[config.mk]
export PLATFORM = sky130hd
export DESIGN_NAME = receive_engine_flat
export DESIGN_NICKNAME = d
export VERILOG_FILES = /design/src/rtl/receive_engine_if.sv /design/src/rtl/receive_engine.sv /design/src/flat_wrapper.sv
export SDC_FILE = /design/constraint.sdc
export NUM_CORES = 1
export LEC_CHECK = 0
export ABC_AREA = 1
export BUFFER_PORTS_ARGS = -buffer_cell sky130_fd_sc_hd__buf_2
export CORE_UTILIZATION = 60
export CTS_CLUSTER_DIAMETER = 200
export CTS_CLUSTER_SIZE = 30
export DETAILED_ROUTE_END_ITERATION = 16
export PLACE_DENSITY = 0.85
export SLEW_MARGIN = 20
export SYNTH_ARGS = -nofsm -noshare
export SYNTH_HDL_FRONTEND = slang
export SYNTH_SLANG_ARGS = --single-unit
[constraint.sdc]
create_clock -name clk -period 2.4 [get_ports clk]
set_input_delay 0.12 -clock clk [delete_from_list [all_inputs] [get_ports clk]]
set_output_delay 0.12 -clock clk [all_outputs]
set_load 0.02 [all_outputs]
[src/rtl/receive_engine_if.sv]
// Handshake/bus bundle for receive_engine: line, configuration, consumer read and status outputs.
interface receive_engine_if;
  logic [3:0] baud;
  logic       eight;
  logic       parity_en;
  logic       odd_n_even;
  logic       rx;
  logic       read;
  logic       rxrdy;
  logic [7:0] rdata;
  logic       perr;
  logic       ferr;
  logic       ovf;

  modport master (
    output baud, eight, parity_en, odd_n_even, rx, read,
    input  rxrdy, rdata, perr, ferr, ovf
  );

  modport slave (
    input  baud, eight, parity_en, odd_n_even, rx, read,
    output rxrdy, rdata, perr, ferr, ovf
  );
endinterface

[src/rtl/receive_engine.sv]
// Asynchronous serial receiver: mid-bit sampling, 7/8 data bits, optional parity,
// framing/parity/overrun status with a one-cycle read pulse to acknowledge.
module receive_engine (
  input  logic           clk,
  input  logic           reset,
  receive_engine_if.slave bus
);

  typedef enum logic [1:0] {IDLE, START, DATA, STOP} state_t;

  state_t      state, state_n;
  logic        rx_meta, rx_s, armed;
  logic [18:0] cnt, bit_k, half_k;
  logic        eight_q, par_q, odd_q;
  logic [3:0]  nbits, bit_idx;
  logic [8:0]  shreg, aligned;
  logic [7:0]  data_w;
  logic        pbit_w, perr_w;
  logic        cnt_clr, cfg_load, shift_en, complete;
  logic        rxrdy_q, perr_q, ferr_q, ovf_q;
  logic [7:0]  rdata_q;

  function automatic logic [18:0] baud_count(input logic [3:0] sel);
    case (sel)
      4'd0:    return 19'd333333;
      4'd1:    return 19'd83333;
      4'd2:    return 19'd41667;
      4'd3:    return 19'd20833;
      4'd4:    return 19'd10417;
      4'd5:    return 19'd5208;
      4'd6:    return 19'd2604;
      4'd7:    return 19'd1736;
      4'd8:    return 19'd868;
      4'd9:    return 19'd434;
      4'd10:   return 19'd217;
      default: return 19'd109;
    endcase
  endfunction

  assign half_k = bit_k >> 1;

  // Bits were shifted in from the top, so the frame sits left-aligned; bring it down.
  assign aligned = shreg >> (4'd9 - nbits);
  assign data_w  = eight_q ? aligned[7:0] : {1'b0, aligned[6:0]};
  assign pbit_w  = eight_q ? aligned[8] : aligned[7];
  assign perr_w  = par_q & (^data_w ^ pbit_w ^ odd_q);

  always_ff @(posedge clk or posedge reset) begin
    if (reset) state <= IDLE;
    else       state <= state_n;
  end

  always_comb begin
    state_n  = state;
    cnt_clr  = 1'b0;
    cfg_load = 1'b0;
    shift_en = 1'b0;
    complete = 1'b0;
    unique case (state)
      IDLE: begin
        cnt_clr = 1'b1;
        if (armed && !rx_s) begin
          state_n  = START;
          cfg_load = 1'b1;
        end
      end
      START: begin
        if (cnt == half_k - 19'd1) begin
          cnt_clr = 1'b1;
          state_n = rx_s ? IDLE : DATA;
        end
      end
      DATA: begin
        if (cnt == bit_k - 19'd1) begin
          cnt_clr  = 1'b1;
          shift_en = 1'b1;
          if (bit_idx == nbits - 4'd1) state_n = STOP;
        end
      end
      STOP: begin
        if (cnt == bit_k - 19'd1) begin
          cnt_clr  = 1'b1;
          complete = 1'b1;
          state_n  = IDLE;
        end
      end
      default: state_n = IDLE;
    endcase
  end

  always_ff @(posedge clk or posedge reset) begin
    if (reset) begin
      rx_meta <= 1'b1;
      rx_s    <= 1'b1;
      armed   <= 1'b0;
      cnt     <= '0;
      bit_k   <= 19'd109;
      eight_q <= 1'b0;
      par_q   <= 1'b0;
      odd_q   <= 1'b0;
      nbits   <= 4'd8;
      bit_idx <= '0;
      shreg   <= '0;
    end else begin
      rx_meta <= bus.rx;
      rx_s    <= rx_meta;
      // A new start edge is only accepted after the line has been seen idle high.
      if (rx_s)          armed <= 1'b1;
      else if (complete) armed <= 1'b0;
      cnt <= cnt_clr ? '0 : cnt + 19'd1;
      if (cfg_load) begin
        bit_k   <= baud_count(bus.baud);
        eight_q <= bus.eight;
        par_q   <= bus.parity_en;
        odd_q   <= bus.odd_n_even;
        nbits   <= (bus.eight ? 4'd8 : 4'd7) + {3'b000, bus.parity_en};
        bit_idx <= '0;
      end
      if (shift_en) begin
        shreg   <= {rx_s, shreg[8:1]};
        bit_idx <= bit_idx + 4'd1;
      end
    end
  end

  always_ff @(posedge clk or posedge reset) begin
    if (reset) begin
      rxrdy_q <= 1'b0;
      rdata_q <= '0;
      perr_q  <= 1'b0;
      ferr_q  <= 1'b0;
      ovf_q   <= 1'b0;
    end else if (complete) begin
      rxrdy_q <= 1'b1;
      rdata_q <= data_w;
      perr_q  <= perr_w;
      ferr_q  <= ~rx_s;
      ovf_q   <= bus.read ? 1'b0 : (ovf_q | rxrdy_q);
    end else if (bus.read) begin
      rxrdy_q <= 1'b0;
      perr_q  <= 1'b0;
      ferr_q  <= 1'b0;
      ovf_q   <= 1'b0;
    end
  end

  assign bus.rxrdy = rxrdy_q;
  assign bus.rdata = rdata_q;
  assign bus.perr  = perr_q;
  assign bus.ferr  = ferr_q;
  assign bus.ovf   = ovf_q;

endmodule

[src/flat_wrapper.sv]
// flat-port wrapper written by rule: the top's interface ports become plain ports
module receive_engine_flat 
  (clk, reset, bus_baud, bus_eight, bus_parity_en, bus_odd_n_even, bus_rx, bus_read, bus_rxrdy, bus_rdata, bus_perr, bus_ferr, bus_ovf);
  receive_engine_if bus_i ();
  input  logic clk;
  input  logic reset;
  input wire logic [$bits(bus_i.baud)-1:0] bus_baud;
  input wire logic [$bits(bus_i.eight)-1:0] bus_eight;
  input wire logic [$bits(bus_i.parity_en)-1:0] bus_parity_en;
  input wire logic [$bits(bus_i.odd_n_even)-1:0] bus_odd_n_even;
  input wire logic [$bits(bus_i.rx)-1:0] bus_rx;
  input wire logic [$bits(bus_i.read)-1:0] bus_read;
  output wire logic [$bits(bus_i.rxrdy)-1:0] bus_rxrdy;
  output wire logic [$bits(bus_i.rdata)-1:0] bus_rdata;
  output wire logic [$bits(bus_i.perr)-1:0] bus_perr;
  output wire logic [$bits(bus_i.ferr)-1:0] bus_ferr;
  output wire logic [$bits(bus_i.ovf)-1:0] bus_ovf;
  assign bus_i.baud = bus_baud;
  assign bus_i.eight = bus_eight;
  assign bus_i.parity_en = bus_parity_en;
  assign bus_i.odd_n_even = bus_odd_n_even;
  assign bus_i.rx = bus_rx;
  assign bus_i.read = bus_read;
  assign bus_rxrdy = bus_i.rxrdy;
  assign bus_rdata = bus_i.rdata;
  assign bus_perr = bus_i.perr;
  assign bus_ferr = bus_i.ferr;
  assign bus_ovf = bus_i.ovf;
  receive_engine u_core (.clk(clk), .reset(reset), .bus(bus_i));
endmodule
# Yosys cells after proc, flatten, opt, wreduce, memory -nomap -nowiden
# Memories as Yosys holds them, arrays and structs flattened. A register that Yosys moved wholly into a read port is not among the register bits.
# Index checks and enable logic that the tools add are counted.
# Widths: inputs -> output; s select.
[totals]
output_inout_bits = 12
mem_bits_ro = 288
elab_cells = 79
register_bits = 75
memories = 1
[classes]
bitwise = 5
shifts = 1
reduce_logical = 9
n_eq_ne = 11
mux = 28
add_sub_neg = 7
[memory_table]
columns = ["memory", "words", "word_bits", "rd", "rd_clocked_by_memory_dff", "write_ports", "line_no", "source"]
rows = [
  ["(no name shown)", 16, 18, 1, 1, 0, "receive_engine.sv:24", "case (sel)"],
]
[op_table]
columns = ["op", "count"]
rows = [
  ["$eq 19x19->1", 2],
  ["$add 19x1->19 const B", 1],
  ["$mux 19", 1],
  ["$sub 18x1->19 const B", 1],
  ["$sub 19x1->19 const B", 1],
  ["$mux 1", 15],
  ["$mux 2", 6],
  ["$mux 4", 3],
  ["$ne 2x1->1 const B", 5],
  ["$shr 9x4->9", 1],
  ["$mux 8", 1],
  ["$pmux 2 s4", 1],
  ["$reduce_xor 8->1", 1],
  ["$reduce_bool 2->1", 3],
  ["$reduce_and 5->1", 1],
  ["$add 4x1->4", 1],
  ["$add 4x1->4 const B", 1],
  ["$eq 2x2->1 const B", 2],
  ["$eq 4x4->1", 1],
  ["$sub 4x1->4 const B", 1],
  ["$sub 4x4->4 const A", 1],
  ["$pmux 1 s3", 1],
  ["$eq 2x1->1 const B", 1],
  ["$logic_not 2->1", 1],
  ["other kinds (7)", 8],
]

# Depth between registers and ports, before layout
# Gate-level depths: netlist of the first run.
[logic_depth]
word_depth = 8
mapped_depth = 18

# Least setup slack after synthesis of the first run
# Ideal clock, no wire load.
[synth_timing]
path_type = "reg-to-reg"
start = "reg u_core.bit_k[2]"
end = "reg u_core.cnt[11]"
period_less_slack_ns = 2.185
arrival_ns = 2.064
setup_slack_ns = 0.215
path_stages_with_launch = 18
setup_time_ns = 0.121
path_buffers = 1
path_cell_list = "dfstp_2 -> inv_1 -> ha_1 -> inv_2 -> nor2_4 -> nand2_1 -> nor2_2 -> nand2_1 -> nand2_1 -> a21oi_1 -> nand2_1 -> nor2_4 -> nand2_2 -> nand2_1 -> nand2_2 -> inv_4 -> buf_12 -> nor2_2"
[synth_via]
elab_chain_len = 5
[synth_rtl]
columns = ["item", "line_no", "source"]
rows = [
  ["start, declared", "receive_engine.sv:13", "logic [18:0] cnt, bit_k, half_k;"],
  ["$sub 19x1->19 / $sub 18x1->19 (equally long branches)", "receive_engine.sv:74, receive_engine.sv:81, receive_engine.sv:68", ""],
  ["$eq 19x19->1 (on tied branches)", "receive_engine.sv:74, receive_engine.sv:81, receive_engine.sv:68", ""],
  ["$mux 1 (on tied branches)", "receive_engine.sv:74, receive_engine.sv:81, receive_engine.sv:68", ""],
  ["$pmux 1 s3 *", "receive_engine.sv:59", "unique case (state)"],
  ["$mux 19 *", "receive_engine.sv:110", "cnt <= cnt_clr ? '0 : cnt + 19'd1;"],
  ["end signal, assigned", "receive_engine.sv:110", ""],
  ["end, declared", "receive_engine.sv:13", ""],
]
# Every way passes the cells marked *; elsewhere a longest branch is shown, timed or not.
# A chain may end at the register's enable or synchronous reset.

# Final worst setup path of the first run
[layout_timing]
start = "reg u_core.bit_k[1]"
end = "reg u_core.rdata_q[4] (netlist: u_core.bus.rdata[4])"
[layout_via]
elab_chain_len = 4
[layout_rtl]
columns = ["item", "line_no", "source"]
rows = [
  ["$sub 19x1->19", "receive_engine.sv:81", "if (cnt == bit_k - 19'd1) begin"],
  ["$eq 19x19->1", "receive_engine.sv:81", ""],
  ["$mux 1", "receive_engine.sv:81", ""],
  ["$mux 1", "receive_engine.sv:59", ""],
  ["end signal, assigned", "receive_engine.sv:135", "rdata_q <= data_w;"],
  ["end, declared", "receive_engine.sv:21", "logic [7:0] rdata_q;"],
]
# Every way passes these cells.

==> metrics.cfg, run 1 <==
[synth]
ys_ff_latch=73
synth-edff-count=0
synth_area_leaders=dfrtp_1 31%, nand2_1 14%, inv_1 6.4%, nor2_1 6.0%, xor2_1 4.9%
netlist_area_sq_um=5192
yosysTopAreaCell=dfrtp_1
synth.most_common_cell=nand2_1
synth_ff_type=dfrtp_1
synth_cell_types=42
synth_warnings=0
synth_seq_area_share_pct=35.37
async_reset_ff_share_pct=100.0
syn_area_per_cell_sq_um=7.036
syn_nets=763
synth_top_area_share_pct=31.33
synthTopCellsByCount=197 x nand2_1, 89 x inv_1, 83 x nor2_1
syn_inst=738

[pwr]
p_int_w=0.003283
netSwitchingFraction_pct=48.59
p_total_w=0.006387
p_per_area_nw_per_um2=1057
combPwrFrac_pct=52.4
p_clk_share_pct=16.9
p_sw_w=0.003103
leakage_nw=2.897
power_frac_seq_pct=30.8
ir_drop_v=0.0007332

[critical_path]
cp_max_fo=7
timing.rr.start=u_core.bit_k[1]$_DFFE_PP0P_
rrSetupSlack_ns=-0.08
r2r-end=u_core.bus.rdata[4]$_DFFE_PP0P_
crit_arrival_ns=2.72
required_ns=2.64
critPathKind=flop to flop
cp-end-kind=flop
start_kind=flop
r2r_cells=16

[worst_hold_path]
worstHoldPathType=input port to flop
hp-start=bus_read
min_path_cells=4
hold_end=u_core.bus.ovf$_DFFE_PP0P_

[placed_design]
numPortBuffers=22
gp_congestion=0.9687
place_hpwl_microns=10110

[floorplan]
initial_core_util_pct=62.57
die_x_microns=95.03
fp.dieH_microns=95.03
ios=23
die_area_sq_um=9030
row_count=33
coreArea_sq_um=8299

[routing]
drt-wirelength-per-cell_microns=16.92
route.detailed.drc=0
drt_iter0_markers=654
wirelength_microns=15040
first_pass_iters=6
vias=5246
ant_nets=0
via_per_inst=5.901

[layout]
nNetsFinal=804
layout-drive-gt1-share_pct=19.39
area_growth_pct=16.39
antenna_cells=0

[clock_network]
clockBufferDepth=2
tritoncts=built
cts_buffers=9
path_clk_slew_ns=0.09
clockRootBuffer=clkbuf_8
clock-sinks=73
clock_latency_ns=0.36
cts_htree_levels=3

[sta]
rsz0062_at_grt=true
finalCritPeriodShare_pct=103.4
fin_skew_ns=0.01389
slew_viol_final=0
setup_viol=32
hold_violations=0
slew_headroom_pct=43.79
post-route-min-period_ns=2.481
tightest_slew_ns=0.8400
fin_ws_ns=-0.08067
fmax_mhz=403.1
setup_tns_ns=-0.9405

[global_route]
grt_pass1_wl_microns=21760
grt_max_degree=48
gr-total-overflow=0
antenna_found_initial=0
grt_pass1_vias=4513
grt_use_total_pct=31.77

[outcome]
violations=negative setup slack
outcome=complete, but fails checks

[flow_run]
maxCapViolCount=0

==> layer usage <==
metal	share of wire [%]	wire length (microns)	vias to the layer above	GRT usage, %
li1	-	-	2432	-
met1	42	6373	2483	46.63
met2	45	6819	293	47.78
met3	10	1563	38	7.177
met4	1.9	284	0	7.197
met5	0	0	-	0
==> registers in the layout, summed over array words and instances (netlist names), named ones only <==
name	count
u_core.bus.ovf	1
u_core.par_q	1
u_core.odd_q	1
u_core.rx_s	1
u_core.armed	1
u_core.cnt	19
u_core.bus.perr	1
u_core.rx_meta	1
u_core.bit_k	18
u_core.bus.ferr	1
u_core.eight_q	1
u_core.bit_idx	4
u_core.nbits	3
u_core.bus.rxrdy	1
u_core.bus.rdata	8
u_core.shreg	9
u_core.state	1
==> cells in the final DEF, fill, tap and decap left out, types with 3 or more instances in the layout <==
| master | count |
|---|---|
| o22ai_1 | 3 |
| dfrtp_1 | 64 |
| nor2_1 | 64 |
| a21oi_1 | 24 |
| nand3_2 | 6 |
| dlygate4sd3_1 | 3 |
| o211ai_1 | 3 |
| a22oi_1 | 3 |
| buf_2 | 22 |
| nand3b_1 | 9 |
| o21ai_0 | 46 |
| xnor2_1 | 21 |
| nand3_4 | 3 |
| nand3_1 | 40 |
| nand2_4 | 3 |
| nor2_4 | 11 |
| buf_4 | 18 |
| ha_1 | 12 |
| inv_2 | 4 |
| nand2_2 | 8 |
| xor2_1 | 29 |
| clkbuf_8 | 9 |
| nand2_1 | 189 |
| dfstp_2 | 8 |
| o31ai_1 | 3 |
| inv_1 | 84 |
| nor2_2 | 33 |
| nand4_1 | 15 |
| o21ai_1 | 6 |
| nor3_1 | 3 |
==> per-stage QoR <==
stage	utilization, %	instances	hold WS (ns)	worst slack (ns)	instance area (sq um)
floorplan	-	738	0.1245	0.2146	5192
global placement	65.26	856	0.2070	-0.06826	5416
detailed placement	65.26	856	0.2129	-0.1323	5416
CTS	68.76	877	0.01639	0.01280	5707
global route	72.82	889	0.06859	-0.2113	6043
finish	72.82	889	0.07029	-0.08067	6043
==> worst max-delay path by stage <==
stage	start	to	slack (ns)
6_report	u_core.bit_k[1]$_DFFE_PP0P_	u_core.bus.rdata[4]$_DFFE_PP0P_	-0.08
5_1_grt	u_core.bit_k[1]$_DFFE_PP0P_	u_core.bus.rdata[4]$_DFFE_PP0P_	-0.21
4_1_cts	u_core.bit_k[2]$_DFFE_PP1P_	u_core.state[0]$_DFFE_PP0P_	0.01
3_5_place_dp	u_core.bit_k[1]$_DFFE_PP0P_	u_core.cnt[3]$_DFF_PP0_	-0.13
3_3_place_gp	u_core.bit_k[2]$_DFFE_PP1P_	u_core.bus.ferr$_DFFE_PP0P_	-0.07
2_1_floorplan	u_core.bit_k[2]$_DFFE_PP1P_	u_core.cnt[11]$_DFF_PP0_	0.21
==> worst max-delay path, stage by stage, from the launching register on <==
cell,delay (ns)
dfrtp_1,0.41
inv_2,0.11
ha_4,0.17
inv_4,0.04
nor2_4,0.18
nand2_4,0.10
inv_1,0.09
nand2_1,0.06
nand2_1,0.09
nand2_1,0.08
nor2_1,0.17
nand2_1,0.12
nor2_4,0.18
nand4_4,0.16
clkbuf_16,0.21
nor2_1,0.12
a21oi_1,0.07
==> power by group through the flow <==
stage	combinational [W]	sequential [W]	clock (W)
after floorplan	0.00218	0.00177	0
after global placement	0.00269	0.00190	0
after CTS	0.00284	0.00191	0.00108
after global routing	0.00365	0.00198	0.00114
after detailed placement	0.00278	0.00193	0
final	0.00334	0.00196	0.00108
==> final cells by class <==
| class | instances | area, sq um |
|---|---|---|
| fill | 618 | 2256 |
| clock inverter | 6 | 90.09 |
| timing repair inverter | 1 | 16.27 |
| timing repair buffer | 48 | 362.8 |
| multi-input combinational | 553 | 3110 |
| inverter | 93 | 366.6 |
| tap | 105 | 131.4 |
| clock buffer | 10 | 127.6 |
| sequential | 73 | 1838 |
==> cells by family after synthesis <==
family          count (synthesis)  share of synthesized area, %
fa+ha+maj                      14                         3.374
flops                          73                         35.37
buf+inv                       114                         9.084
xor+xnor                       50                         8.434
compound gates                 97                         10.17
simple gates                  390                         33.57
==> timing repair <==
action | in CTS | in global routing
endpoints found under the setup margin | 43 | 47
cloned | 0 | 4
hold buffers | 3 | 0
pin swaps | 1 | 18
gates resized for setup | 7 | 61
endpoints found under the hold margin | 26 | 0
setup buffers | 2 | 8
Power figures use the tool's default switching activity.
==> run 2: changes to the inputs <==
Settings changed: CORE_UTILIZATION 60 to 40, PLACE_DENSITY 0.85 to 0.63, RECOVER_POWER from default to 100.
==> run 2 against run 1 <==
The flow now finishes without violations. Core utilization is 23 points lower. Die area grew 49%. Global-route usage down 10 points. Hold slack got worse by 0.014 ns. Clock power up 31%. Clock skew shrank 0.0049 ns. Largest cell class unchanged. Highest routed layer unchanged.
==> metrics.cfg, run 2 (synthesized netlist as in run 1, its figures left out) <==
[layout]
final_cells=968  ; +8.9%
layout-drive-gt1-share_pct=19.22  ; -0.17 points
antenna_cells=0  ; unchanged
layout_common_cells=188 x nand2_1, 85 x inv_1, 64 x dfrtp_1
nNetsFinal=816  ; +1.5%
largest_reg_flops=19  ; unchanged
regMostFlops=u_core.cnt
area_growth_pct=20.96
reg.largest.list=u_core.cnt: 19 flops, u_core.bit_k: 18 flops, u_core.shreg: 9 flops
final_common_cell=nand2_1

[outcome]
outcome=finished clean

[critical_path]
cp-end-kind=flop
critPathKind=flop to flop
worst_path_max_delay_cell=dfrtp_1
crit_chain=inv_2 > ha_4 > inv_4 > nor2_4 > inv_2 > buf_6 > nand2_2 > nand3_2 > nor2_4 > buf_6 > nand2_4 > nor2_4 > buf_4 > nand4_4 > a21o_1
critPathMostFrequentCell=nor2_4
start_kind=flop
crit_arrival_ns=2.60  ; -0.12 ns
cpPeakStageDelay_ns=0.38  ; -0.03 ns
required_ns=2.64  ; about the same
cp_max_fo=8  ; +1
crit_family=simple AND/OR/NAND/NOR gates
crit_buf_inv=6  ; +2

[routing]
first_pass_iters=6  ; unchanged
vias=4935  ; -5.9%
drt-wirelength-per-cell_microns=14.73  ; -13%
route.detailed.drc=0  ; unchanged
wirelength_microns=14260  ; -5.2%
ant_nets=0  ; unchanged
via_per_inst=5.098  ; -14%
drt_iter0_markers=322  ; -51%

[global_route]
antenna_found_initial=0  ; unchanged
grt_max_degree=56  ; +17%
grt_use_total_pct=21.47  ; -10 points
gr-total-overflow=0  ; unchanged
grtUsageMet3_pct=3.713  ; -3.5 points
met2_usage_pct=32.30  ; -15 points
grt_pass1_vias=4393  ; -2.7%
top_usage_layer=met2
gr-usage-met1_pct=30.02  ; -17 points
grt_pass1_wl_microns=21810  ; +0.22%

[worst_hold_path]
worstHoldPathType=input port to flop

[sta]
tightest_slew_ns=0.7664  ; -0.07362 ns
fin_ws_ns=0.03871  ; +0.1194 ns
fin_skew_ns=0.009038  ; -0.004853 ns
whs_ns=0.05586  ; -0.01443 ns
hold_violations=0  ; unchanged
post-route-min-period_ns=2.361  ; -0.1194 ns
slew_viol_final=0  ; unchanged
setup_tns_ns=0  ; +0.9405 ns
slew_headroom_pct=48.91  ; +5.1 points
rsz0062_at_grt=true
finalCritPeriodShare_pct=98.39  ; -5.0 points
fmax_mhz=423.5  ; +5.1%
setup_viol=0  ; -100%

[pwr]
p_per_area_nw_per_um2=1064  ; +0.73%
leakage_nw=2.929  ; +1.1%
ir_drop_v=0.0006038  ; -18%
p_total_w=0.006686  ; +4.7%

[floorplan]
coreArea_sq_um=12620  ; +52%
initial_core_util_pct=41.15  ; -21 points
fp.dieH_microns=115.9  ; +22%
die_x_microns=115.9  ; +22%
die_area_sq_um=13440  ; +49%
ios=23  ; unchanged
row_count=41  ; +24%

[placed_design]
numPortBuffers=22  ; unchanged
dp_cells=935  ; +9.2%
pre_cts_ws_ns=-0.06666  ; +0.06567 ns
gp_congestion=0.9371  ; -3.3%
place_hpwl_microns=10280  ; +1.7%

[clock_network]
clock_latency_ns=0.35  ; about the same
clockRootBuffer=clkbuf_16
clock-sinks=73  ; unchanged
tritoncts=built
cts_buffers=9  ; unchanged
path_clk_slew_ns=0.06  ; -0.03 ns
clockBufferDepth=2  ; unchanged
cts_htree_levels=3  ; unchanged

[flow_run]
maxCapViolCount=0  ; unchanged

run 2: cell types whose count changed in the layout (fill, tap and decap cells not counted), sizes merged:
cell    delta
clkbuf    +14
buf        -3
inv        -1
nand4      +1
nor2       +1
run 2: power breakdown:
group	total [W]	internal, W	leakage [nW]	switching, W
Clock	0.00142	0.000910	0.150	0.000514
Sequential	0.00193	0.00152	0.950	0.000411
Combinational	0.00333	0.00124	1.83	0.00209
run 2: cell type report:
class / count / area [sq um]
clock inverters: 5 / 81.33
multi-input cells: 555 / 3144
inverters: 93 / 364.1
flip-flops and latches: 73 / 1838
fillers: 1271 / 6339
well taps: 172 / 215.2
clock buffers: 11 / 232.7
repair inverters: 1 / 16.27
repair buffers: 58 / 389.1
run 2: path summary, 6_finish.rpt:
| check | start | to | slack [ns] | cells after the start |
|---|---|---|---|---|
| worst max-delay path | u_core.bit_k[1]$_DFFE_PP0P_ | u_core.armed$_DFFE_PP0P_ | 0.04 | 15 |
| worst min-delay path | bus_read | u_core.bus.ovf$_DFFE_PP0P_ | 0.06 | 4 |
| worst max register to register | u_core.bit_k[1]$_DFFE_PP0P_ | u_core.armed$_DFFE_PP0P_ | 0.04 | 15 |
| worst min register to register | u_core.rx_meta$_DFF_PP1_ | u_core.rx_s$_DFF_PP1_ | 0.36 | 0 |
| max in group asynchronous | reset | u_core.cnt[0]$_DFF_PP0_ | 0.61 | 4 |
| min in group asynchronous | reset | u_core.bus.ovf$_DFFE_PP0P_ | 0.45 | 3 |
run 2: worst min-delay path, stage by stage:
cell and delay, ns:
buf_2 0.07, inv_1 0.06, nand2_1 0.06, o21ai_1 0.05
run 2: what timing repair did:
action                                  CTS  global route
gates cloned                              0             5
pin swaps                                 1            23
hold buffers                              3             0
gates resized for setup                   4            69
buffers inserted                          0             9
endpoints found under the setup margin   21            47
endpoints found under the hold margin    19             0
run 2: routing by layer:
metal	vias to the layer above	routed length [microns]
met2	108	6361
met5	-	0
met4	0	389
met3	23	581
li1	2462	-
met1	2342	6922
run 2: through the flow:
step / utilization, % / area (sq um)
floorplan: - / 5192
global placement: 44.30 / 5590
detailed placement: 44.30 / 5590
CTS: 47.10 / 5944
global route: 49.77 / 6281
finish: 49.77 / 6281
